**src/rtl/test_status_monitor_sat_counter.sv**
```systemverilog
// Saturating up-counter with enable and asynchronous active-low clear.
module sat_counter #(
    parameter int unsigned W = 32
) (
    input  logic         clk,
    input  logic         rst_n,
    input  logic         en,
    output logic [W-1:0] count
);

    always_ff @(posedge clk or negedge rst_n) begin
        if (!rst_n) begin
            count <= '0;
        end else if (en && (count != '1)) begin
            count <= count + W'(1);
        end
    end

endmodule

```
**config.mk**
```make
export PLATFORM = sky130hd
export DESIGN_NAME = sat_counter
export DESIGN_NICKNAME = d
export VERILOG_FILES = /design/src/rtl/test_status_monitor_sat_counter.sv
export SDC_FILE = /design/constraint.sdc
export NUM_CORES = 1
export LEC_CHECK = 0
export CORE_ASPECT_RATIO = 1.1
export CORE_MARGIN = 2
export CORE_UTILIZATION = 45
export DETAILED_ROUTE_END_ITERATION = 10
export PLACE_DENSITY = 0.75
export SLEW_MARGIN = 20
export SYNTH_ARGS = -nofsm -noshare
export SYNTH_HDL_FRONTEND = slang
export SYNTH_SLANG_ARGS = --single-unit
```
**constraint.sdc**
```tcl
create_clock -name clk -period 3.9 [get_ports clk]
set_input_delay 0.585 -clock clk [delete_from_list [all_inputs] [get_ports clk]]
set_output_delay 0.585 -clock clk [all_outputs]
set_load 0.02 [all_outputs]
```
==> results_dict.tcl, run 1 <==
set metrics [dict create \
    status "completed" \
    syn_avg_cell_area_um2 10.8 \
    syn-num-nets 155 \
    power_density_mw_per_mm2 410 \
    yosys_warnings 0 \
    netlist_instances 151 \
    holdCritPathClass "reg -> reg" \
    r2r_slack_ps 1530 \
    htreeDepth 2 \
    drc_errors 0 \
    dr.pass1.iters 4 \
    slowest_stage "nor4_1" \
    hpwl_um 2680 \
    critical_path_class "reg -> reg" \
    path_clk_slew_ps 100 \
    crit_buf_inv 0 \
    relSlewSlack_pct 60.2 \
    post_cts_resized 0 \
    netlist_top_cells_count "dfrtp_1, xnor2_1, nand2_1" \
    grt_pass1_wl_um 6100 \
    synth-edff-count 0 \
    cts_setup_buffers 0 \
    fin_worst_skew_ps 11.3 \
    fin_crit_ps 2370 \
    grt_pass1_vias 1312 \
    worstHoldStart "count[31]" \
    area_delta_synth_final_pct 28.2 \
    gpl.final_weighted_congestion 0.820 \
    top_register "count" \
    drv_slew 0 \
    largest_reg_flops 32 \
    seq_area_frac_synth_pct 49.3 \
    core_area_mm2 0.00339 \
    port_buffers 34 \
    worstHoldPathCells 1 \
    rr_endpoint "count[3]" \
    yosysTopAreaCellShare_pct 49.3 \
    cp-end-kind "flop" \
    async_reset_ff_share_pct 100 \
    hold_violations 0 \
    critPathLaunchType "flop" \
    arrival_ps 2620 \
    leakagePower_nw 0.826 \
    crit_chain "nand3_2, nor4_1, nand4_1, nand3_1, xnor2_1" \
    synth_top_area_cell "dfrtp_1" \
    die_y_um 67.0 \
    row_count 22 \
    fill_cells 317 \
    ys.flop_type "dfrtp_1" \
    rr_startpoint "count[4]" \
    stdcell_area_mm2 0.00208 \
    grt_max_degree 33 \
    wl_per_cell_um 15.7 \
    cts_buffer_depth 2 \
    overflow 0 \
    final.setup.tns_ps 0 \
    worst_r2r_path_depth 5 \
    crit_path_max_fanout 13 \
    placed_cells 232 \
    cts-root-buf "clkbuf_4" \
    drv_cap 0 \
    layout.cells.non_filler 239 \
    holdBufCountCts 0 \
    path_delay_family "simple AND/OR/NAND/NOR gates" \
    antenna_cells 0 \
    drive_gt1_share_pct 9.95 \
    via_per_inst 5.62 \
    synth_seq_cells 32 \
    fmax_mhz 422 \
    finalCritPeriodShare_pct 60.8 \
    max_stage_delay_ps 590 \
    cts_buffers 5 \
    routed_wl_um 3750 \
    ant_nets 0 \
    syn-cell-area_mm2 0.00162 \
    initial_core_util_pct 48.0 \
    vias 1342 \
    grt_use_total_pct 20.5 \
    rsz0062_at_grt "no" \
    worstMarginPinSlew_ps 592 \
    ys_types 30 \
    cts_tree "built" \
    dieArea_mm2 0.00411 \
    synth_most_common_cell "dfrtp_1" \
    placed_area_mm2 0.00202 \
    final_core_util_pct 61.5 \
    synth_area_leaders "dfrtp_1, xnor2_1, nand4_1" \
    die_w_um 61.3 \
    setup_viol 0 \
    hold-worst-slack_ps 507 \
    drt_iter0_markers 69 \
    whs_endpoint "count[31]" \
    num_io_pins 35 \
    cts_sinks 32 \
    irDropWorstVdd_v 0.000376 \
    antenna_found_initial 0 \
    layout.nets 195 \
    clk-insertion-delay-late_ps 340 \
    top_regs "count: 32 flops" \
    required_ps 4150 \
]
==> metal layers <==
| layer | vias up | GRT usage, % | routed length [um] |
|---|---|---|---|
| met5 | - | 0 | 0 |
| met4 | 0 | 11.4 | 99 |
| met3 | 10 | 6.41 | 217 |
| met2 | 51 | 30.9 | 1830 |
| met1 | 655 | 25.6 | 1600 |
| li1 | 626 | - | - |
==> logic make-up (layout without fill, tap and decap cells) <==
logic type               Yosys count  after routing  synth area share (%)
AND/OR/NAND/NOR                   78             78                  28.5
flip-flops                        32             32                  49.3
XOR/XNOR                          29             29                  15.6
AO/OA/AOI/OAI                      6              6                  3.24
buffers and inverters              3             43                  1.16
multiplexers                       2              2                  1.39
adder cells (fa/ha/maj)            1              1                 0.770
==> cell usage in the layout, fill, tap and decap left out <==
cell type / synthesis / layout
nand3b_1: 1 / 1
nand4_1: 15 / 15
nand3_2: 1 / 1
a21oi_1: 2 / 2
nor3_2: 2 / 2
mux2_2: 1 / 1
nor2b_1: 1 / 1
nor4_2: 1 / 1
inv_1: 1 / 1
clkbuf_4: 0 / 5
mux2_1: 1 / 1
and3_1: 2 / 2
nand3_1: 15 / 15
nor4_4: 1 / 1
or4_4: 2 / 2
nor2_1: 9 / 9
o211ai_1: 2 / 2
nand2_2: 1 / 1
clkdlybuf4s50_1: 0 / 34
ha_1: 1 / 1
dfrtp_1: 32 / 32
buf_4: 0 / 1
clkbuf_8: 0 / 2
o31ai_4: 1 / 1
nor3_1: 3 / 3
xor2_1: 5 / 5
nor4_1: 3 / 3
a31oi_1: 1 / 1
nand2_1: 16 / 16
and4_1: 4 / 4
xnor2_1: 24 / 24
nand4_2: 1 / 1
==> report_power, final <==
group / internal [mW] / switching (mW) / leakage, nW / total, mW
Combinational: 0.103 / 0.119 / 0.354 / 0.223
Clock: 0.102 / 0.107 / 0.0374 / 0.209
Sequential: 0.368 / 0.0536 / 0.434 / 0.422
==> worst max path at each step <==
stage / slack, ps / cells past startpoint / startpoint / endpoint
finish: 1530 / 5 / count[4] / count[3]
global route: 1230 / 5 / count[4] / count[25]
CTS: 1590 / 5 / count[4] / count[3]
detailed placement: 1420 / 6 / en / count[29]
global placement: 1500 / 6 / en / count[29]
floorplan: 1890 / 5 / count[23] / count[1]
==> layout make-up <==
class	instances	area, um^2	area share (%)
Clock buffer	7	65.1	3.12
Tap cell	48	60.1	2.88
Sequential cell	32	801	38.5
Inverter	1	3.75	0.180
Multi-Input combinational cell	116	805	38.6
Timing Repair Buffer	35	348	16.7
==> metrics by stage <==
stage / power (mW) / setup slack, ps
after global routing: 0.901 / 1230
after global placement: 0.638 / 1500
final: 0.854 / 1530
after floorplan: 0.537 / 1890
after CTS: 0.865 / 1590
after detailed placement: 0.649 / 1420
No activity file was read; power rests on OpenSTA's default activity.
==> run 2, diff against run 1 <==
clock period = 2.2 ns   (was 3.9 ns; I/O delays follow)
==> run 2 against run 1 <==
  * Die area unchanged
  * Critical path depth unchanged
  * Power up 75%
  * Sequential share of layout area down 0.75 points
  * Combinational power up 75%
  * Global-route usage down 0.45 points
  * Hold slack worse by 130 ps
  * Critical endpoint is now count[24]
  * Cell area up 2.0%
  * Largest power group unchanged
  * First-iteration DRC count down 39%
  * Non-clock buffer count up 6
  * Critical path type unchanged
  * Via count up 0.75%
==> results_dict.tcl, run 2 (same netlist as run 1, synthesis figures left out) <==
set metrics [dict create \
    status "completed" \
    fin_total_pwr_mw 1.49 \
    power_density_mw_per_mm2 704 \
    holdCritPathClass "in -> async" \
    drv_cap 0 \
    top_register "count" \
    overflow 0 \
    crit_path_max_fanout 7 \
    holdBufCountCts 0 \
    final.setup.tns_ps 0 \
    grt_max_degree 33 \
    drv_slew 0 \
    irDropWorstVdd_v 0.000514 \
    gpl.final_weighted_congestion 0.862 \
    fin_crit_ps 1940 \
    routed_wl_um 3590 \
    drt_iter0_markers 42 \
    worstMarginPinSlew_ps 440 \
    largest_reg_flops 32 \
    rsz0062_at_grt "no" \
    seq_area_um2 801 \
    cts_setup_buffers 0 \
    layout_common_cells "clkdlybuf4s50_1, dfrtp_1, xnor2_1" \
    switching_share_pct 33.6 \
    num_io_pins 35 \
    die_y_um 67.0 \
    drive_gt1_share_pct 13.1 \
    cts_buffers 5 \
    antenna_found_initial 0 \
    clk-insertion-delay-late_ps 340 \
    cts_sinks 32 \
    top_regs "count: 32 flops" \
    cp-end-kind "flop" \
    hold-worst-slack_ps 378 \
    wl_per_cell_um 14.6 \
    critPathCapture "count[24]" \
    rr_endpoint "count[24]" \
    die_w_um 61.3 \
    layout.cells.non_filler 246 \
    p_switching_mw 0.502 \
    worst_r2r_path_depth 5 \
    p_clk_share_pct 24.0 \
    initial_core_util_pct 48.0 \
    fill_cells 293 \
    cts-root-buf "clkbuf_4" \
    setup_viol 0 \
    critPathLaunchType "flop" \
    finalCritPeriodShare_pct 88.3 \
    path_clk_slew_ps 100 \
    hpwl_um 2670 \
    comb_power_share_pct 26.2 \
    r2r_slack_ps 260 \
    internal-power_mw 0.992 \
    antenna_cells 0 \
    drc_errors 0 \
    cts_tree "built" \
    fin_worst_skew_ps 5.46 \
    placed_cells 238 \
    post_cts_resized 0 \
    grt_pass1_wl_um 6110 \
    via_per_inst 5.50 \
    power_frac_seq_pct 49.8 \
    hold_violations 0 \
    area_delta_synth_final_pct 30.7 \
    row_count 22 \
    arrival_ps 2170 \
    port_buffers 34 \
    crit_start "count[4]" \
    rr_startpoint "count[4]" \
    critical_path_class "reg -> reg" \
    htreeDepth 2 \
    dr.pass1.iters 4 \
    layout.nets 201 \
    vias 1352 \
    core_area_mm2 0.00339 \
    mostFrequentLayoutCell "clkdlybuf4s50_1" \
    grt_use_total_pct 20.1 \
    required_ps 2430 \
    multi_input_area_um2 805 \
    ant_nets 0 \
    fmax_mhz 515 \
    grt_pass1_vias 1327 \
    relSlewSlack_pct 70.5 \
    leakagePower_nw 0.856 \
    cts_buffer_depth 2 \
    dieArea_mm2 0.00411 \
]
[run 2: cell count changes in the layout (fill, tap and decap cells not counted)]
cell and change:
buf_4 +6, clkbuf_8 -1, clkinv_2 +2
[run 2: worst min-delay path by stage]
stage | start | to | slack, ps | depth (start not counted)
2_1_floorplan | rst_n | count[0] | 30 | 0
3_3_place_gp | count[31] | count[31] | 480 | 1
3_5_place_dp | count[8] | count[8] | 510 | 1
4_1_cts | rst_n | count[22] | 390 | 2
5_1_grt | rst_n | count[26] | 410 | 2
6_report | rst_n | count[18] | 380 | 2
[run 2: layout make-up]
class	instances	share of cell area, %
flip-flops and latches	32	37.7
clock inverters	2	0.471
multi-input cells	116	37.9
well taps	48	2.83
repair buffers	41	18.5
inverters	1	0.177
clock buffers	6	2.42
[run 2: power by group through the flow]
stage / registers (mW) / logic [mW] / clock network [mW]
floorplan: 0.820 / 0.132 / 0
global placement: 0.748 / 0.385 / 0
detailed placement: 0.756 / 0.395 / 0
CTS: 0.745 / 0.397 / 0.368
global route: 0.760 / 0.424 / 0.394
finish: 0.745 / 0.391 / 0.358
[run 2: worst max-delay path, cell delays in order (launching register included)]
cell and delay, ps:
dfrtp_1 440, nand3_2 170, or4_4 600, nor4_1 290, o211ai_1 160, xnor2_1 160
[run 2: per-stage QoR]
step	util [%]	setup slack [ps]	cell area [um^2]
floorplan	-	192	1620
global placement	60.9	279	2060
detailed placement	60.9	256	2060
CTS	62.7	232	2120
global route	62.7	95.3	2120
finish	62.7	258	2120
[run 2: per-layer routing]
| metal | global-route usage (%) | part of all wire [%] | vias up |
|---|---|---|---|
| met1 | 26.3 | 43 | 663 |
| met5 | 0 | 0 | - |
| met2 | 31.8 | 50 | 42 |
| met3 | 6.02 | 5.8 | 5 |
| li1 | - | - | 642 |
| met4 | 5.43 | 1.1 | 0 |
==> run 3, diff against run 2 <==
CTS_CLUSTER_DIAMETER = 200   (was not set)
PLACE_DENSITY = 0.72   (was 0.75)
==> run 3 against run 2 <==
  * Die area is the same
  * Largest power group unchanged
  * Fmax shrank 0.47%
  * Worst setup slack lost 9.1 ps
  * Wire length grew 5.2%
  * First-iteration DRC count grew 110%
  * Sequential power is essentially flat
  * Critical path type unchanged
  * Combinational power is essentially flat
  * Largest cell class unchanged
  * Sequential cell count is the same
  * Count of clock-buffer cells in the layout grew 2
==> results_dict.tcl, run 3 (same netlist as run 1, synthesis figures left out) <==
set metrics [dict create \
    status "completed" \
    r2r_slack_ps 250 \
    layout.cells.non_filler 246 \
    cts_buffers 5 \
    drt_iter0_markers 87 \
    layout.nets 201 \
    drv_cap 0 \
    holdCritPathClass "in -> async" \
    row_count 22 \
    via_per_inst 5.64 \
    die_w_um 61.3 \
    grt_pass1_wl_um 6540 \
    core_area_mm2 0.00339 \
    cp-end-kind "flop" \
    htreeDepth 2 \
    top_regs "count: 32 flops" \
    dp_slack_ps 253 \
    rr_startpoint "count[4]" \
    leakagePower_nw 0.852 \
    fin_crit_ps 1950 \
    hold_violations 0 \
    grt_use_total_pct 21.5 \
    grt_pass1_vias 1360 \
    irDropWorstVdd_v 0.000602 \
    largest_reg_flops 32 \
    crit_path_max_fanout 7 \
    mostFrequentLayoutCell "clkdlybuf4s50_1" \
    fill_cells 296 \
    post_cts_resized 0 \
    port_buffers 34 \
    routed_wl_um 3770 \
    cts_tree "built" \
    placed_cells 238 \
    vias 1387 \
    rr_endpoint "count[21]" \
    arrival_ps 2180 \
    grt_max_degree 33 \
    setup_viol 0 \
    dieArea_mm2 0.00411 \
    worstMarginPinSlew_ps 461 \
    holdBufCountCts 0 \
    antenna_found_initial 0 \
    drc_errors 0 \
    num_io_pins 35 \
    overflow 0 \
    final.setup.tns_ps 0 \
    cts_setup_buffers 0 \
    wl_per_cell_um 15.3 \
    fin_worst_skew_ps 7.26 \
    cts-root-buf "clkbuf_4" \
    path_clk_slew_ps 100 \
    cts_sinks 32 \
    drv_slew 0 \
    ant_nets 0 \
    die_y_um 67.0 \
    critPathLaunchType "flop" \
    initial_core_util_pct 48.0 \
    relSlewSlack_pct 69.2 \
    hpwl_um 2800 \
    critical_path_class "reg -> reg" \
    drive_gt1_share_pct 12.1 \
    fmax_mhz 513 \
    rsz0062_at_grt "no" \
    layout_common_cells "clkdlybuf4s50_1, dfrtp_1, xnor2_1" \
    power_density_mw_per_mm2 704 \
    area_delta_synth_final_pct 30.6 \
    clk-insertion-delay-late_ps 340 \
    worst_r2r_path_depth 5 \
    antenna_cells 0 \
    finalCritPeriodShare_pct 88.7 \
    setup_ws_ps 249 \
    gpl.final_weighted_congestion 0.823 \
    required_ps 2430 \
    dr.pass1.iters 4 \
    top_register "count" \
    cts_buffer_depth 2 \
]
-- run 3: critical path: stages, from the launching register on --
cell and delay (ps):
dfrtp_1 450, nand3_2 180, or4_4 600, nor2_1 300, nand4_1 160, xnor2_1 150
-- run 3: area by class of cell --
class                   count  area, um^2  share of cell area (%)
multi-input cells         116         805                    37.9
well taps                  48        60.1                    2.83
flip-flops and latches     32         801                    37.8
repair buffers             41         393                    18.5
inverters                   1        3.75                   0.177
clock buffers               8        58.8                    2.77
-- run 3: worst max path at each step --
| stage | cells after the start | start | end | slack [ps] |
|---|---|---|---|---|
| 2_1_floorplan | 5 | count[23] | count[1] | 190 |
| 3_3_place_gp | 6 | en | count[26] | 310 |
| 3_5_place_dp | 7 | en | count[13] | 250 |
| 4_1_cts | 5 | count[4] | count[30] | 240 |
| 5_1_grt | 5 | count[4] | count[30] | 130 |
| 6_report | 5 | count[4] | count[21] | 250 |
-- run 3: stage by stage --
stage	hold slack [ps]	total power, mW	instance area (um^2)	util [%]
floorplan	34.4	0.952	1620	-
global placement	481	1.13	2060	60.9
detailed placement	496	1.15	2060	60.9
CTS	388	1.51	2120	62.6
global route	415	1.58	2120	62.6
finish	385	1.49	2120	62.6
-- run 3: where the power goes --
part	switching [mW]	internal (mW)
Combinational	0.204	0.187
Clock	0.197	0.158
Sequential	0.0954	0.652
Total	0.496	0.997
-- run 3: per-layer routing --
metal  global-route usage [%]  up-vias  wire, um
met5                        0        -         0
met2                     34.6       49      1900
met4                     8.15        0        50
met3                     6.02        7       214
met1                     26.9      682      1610
li1                         -      649         -
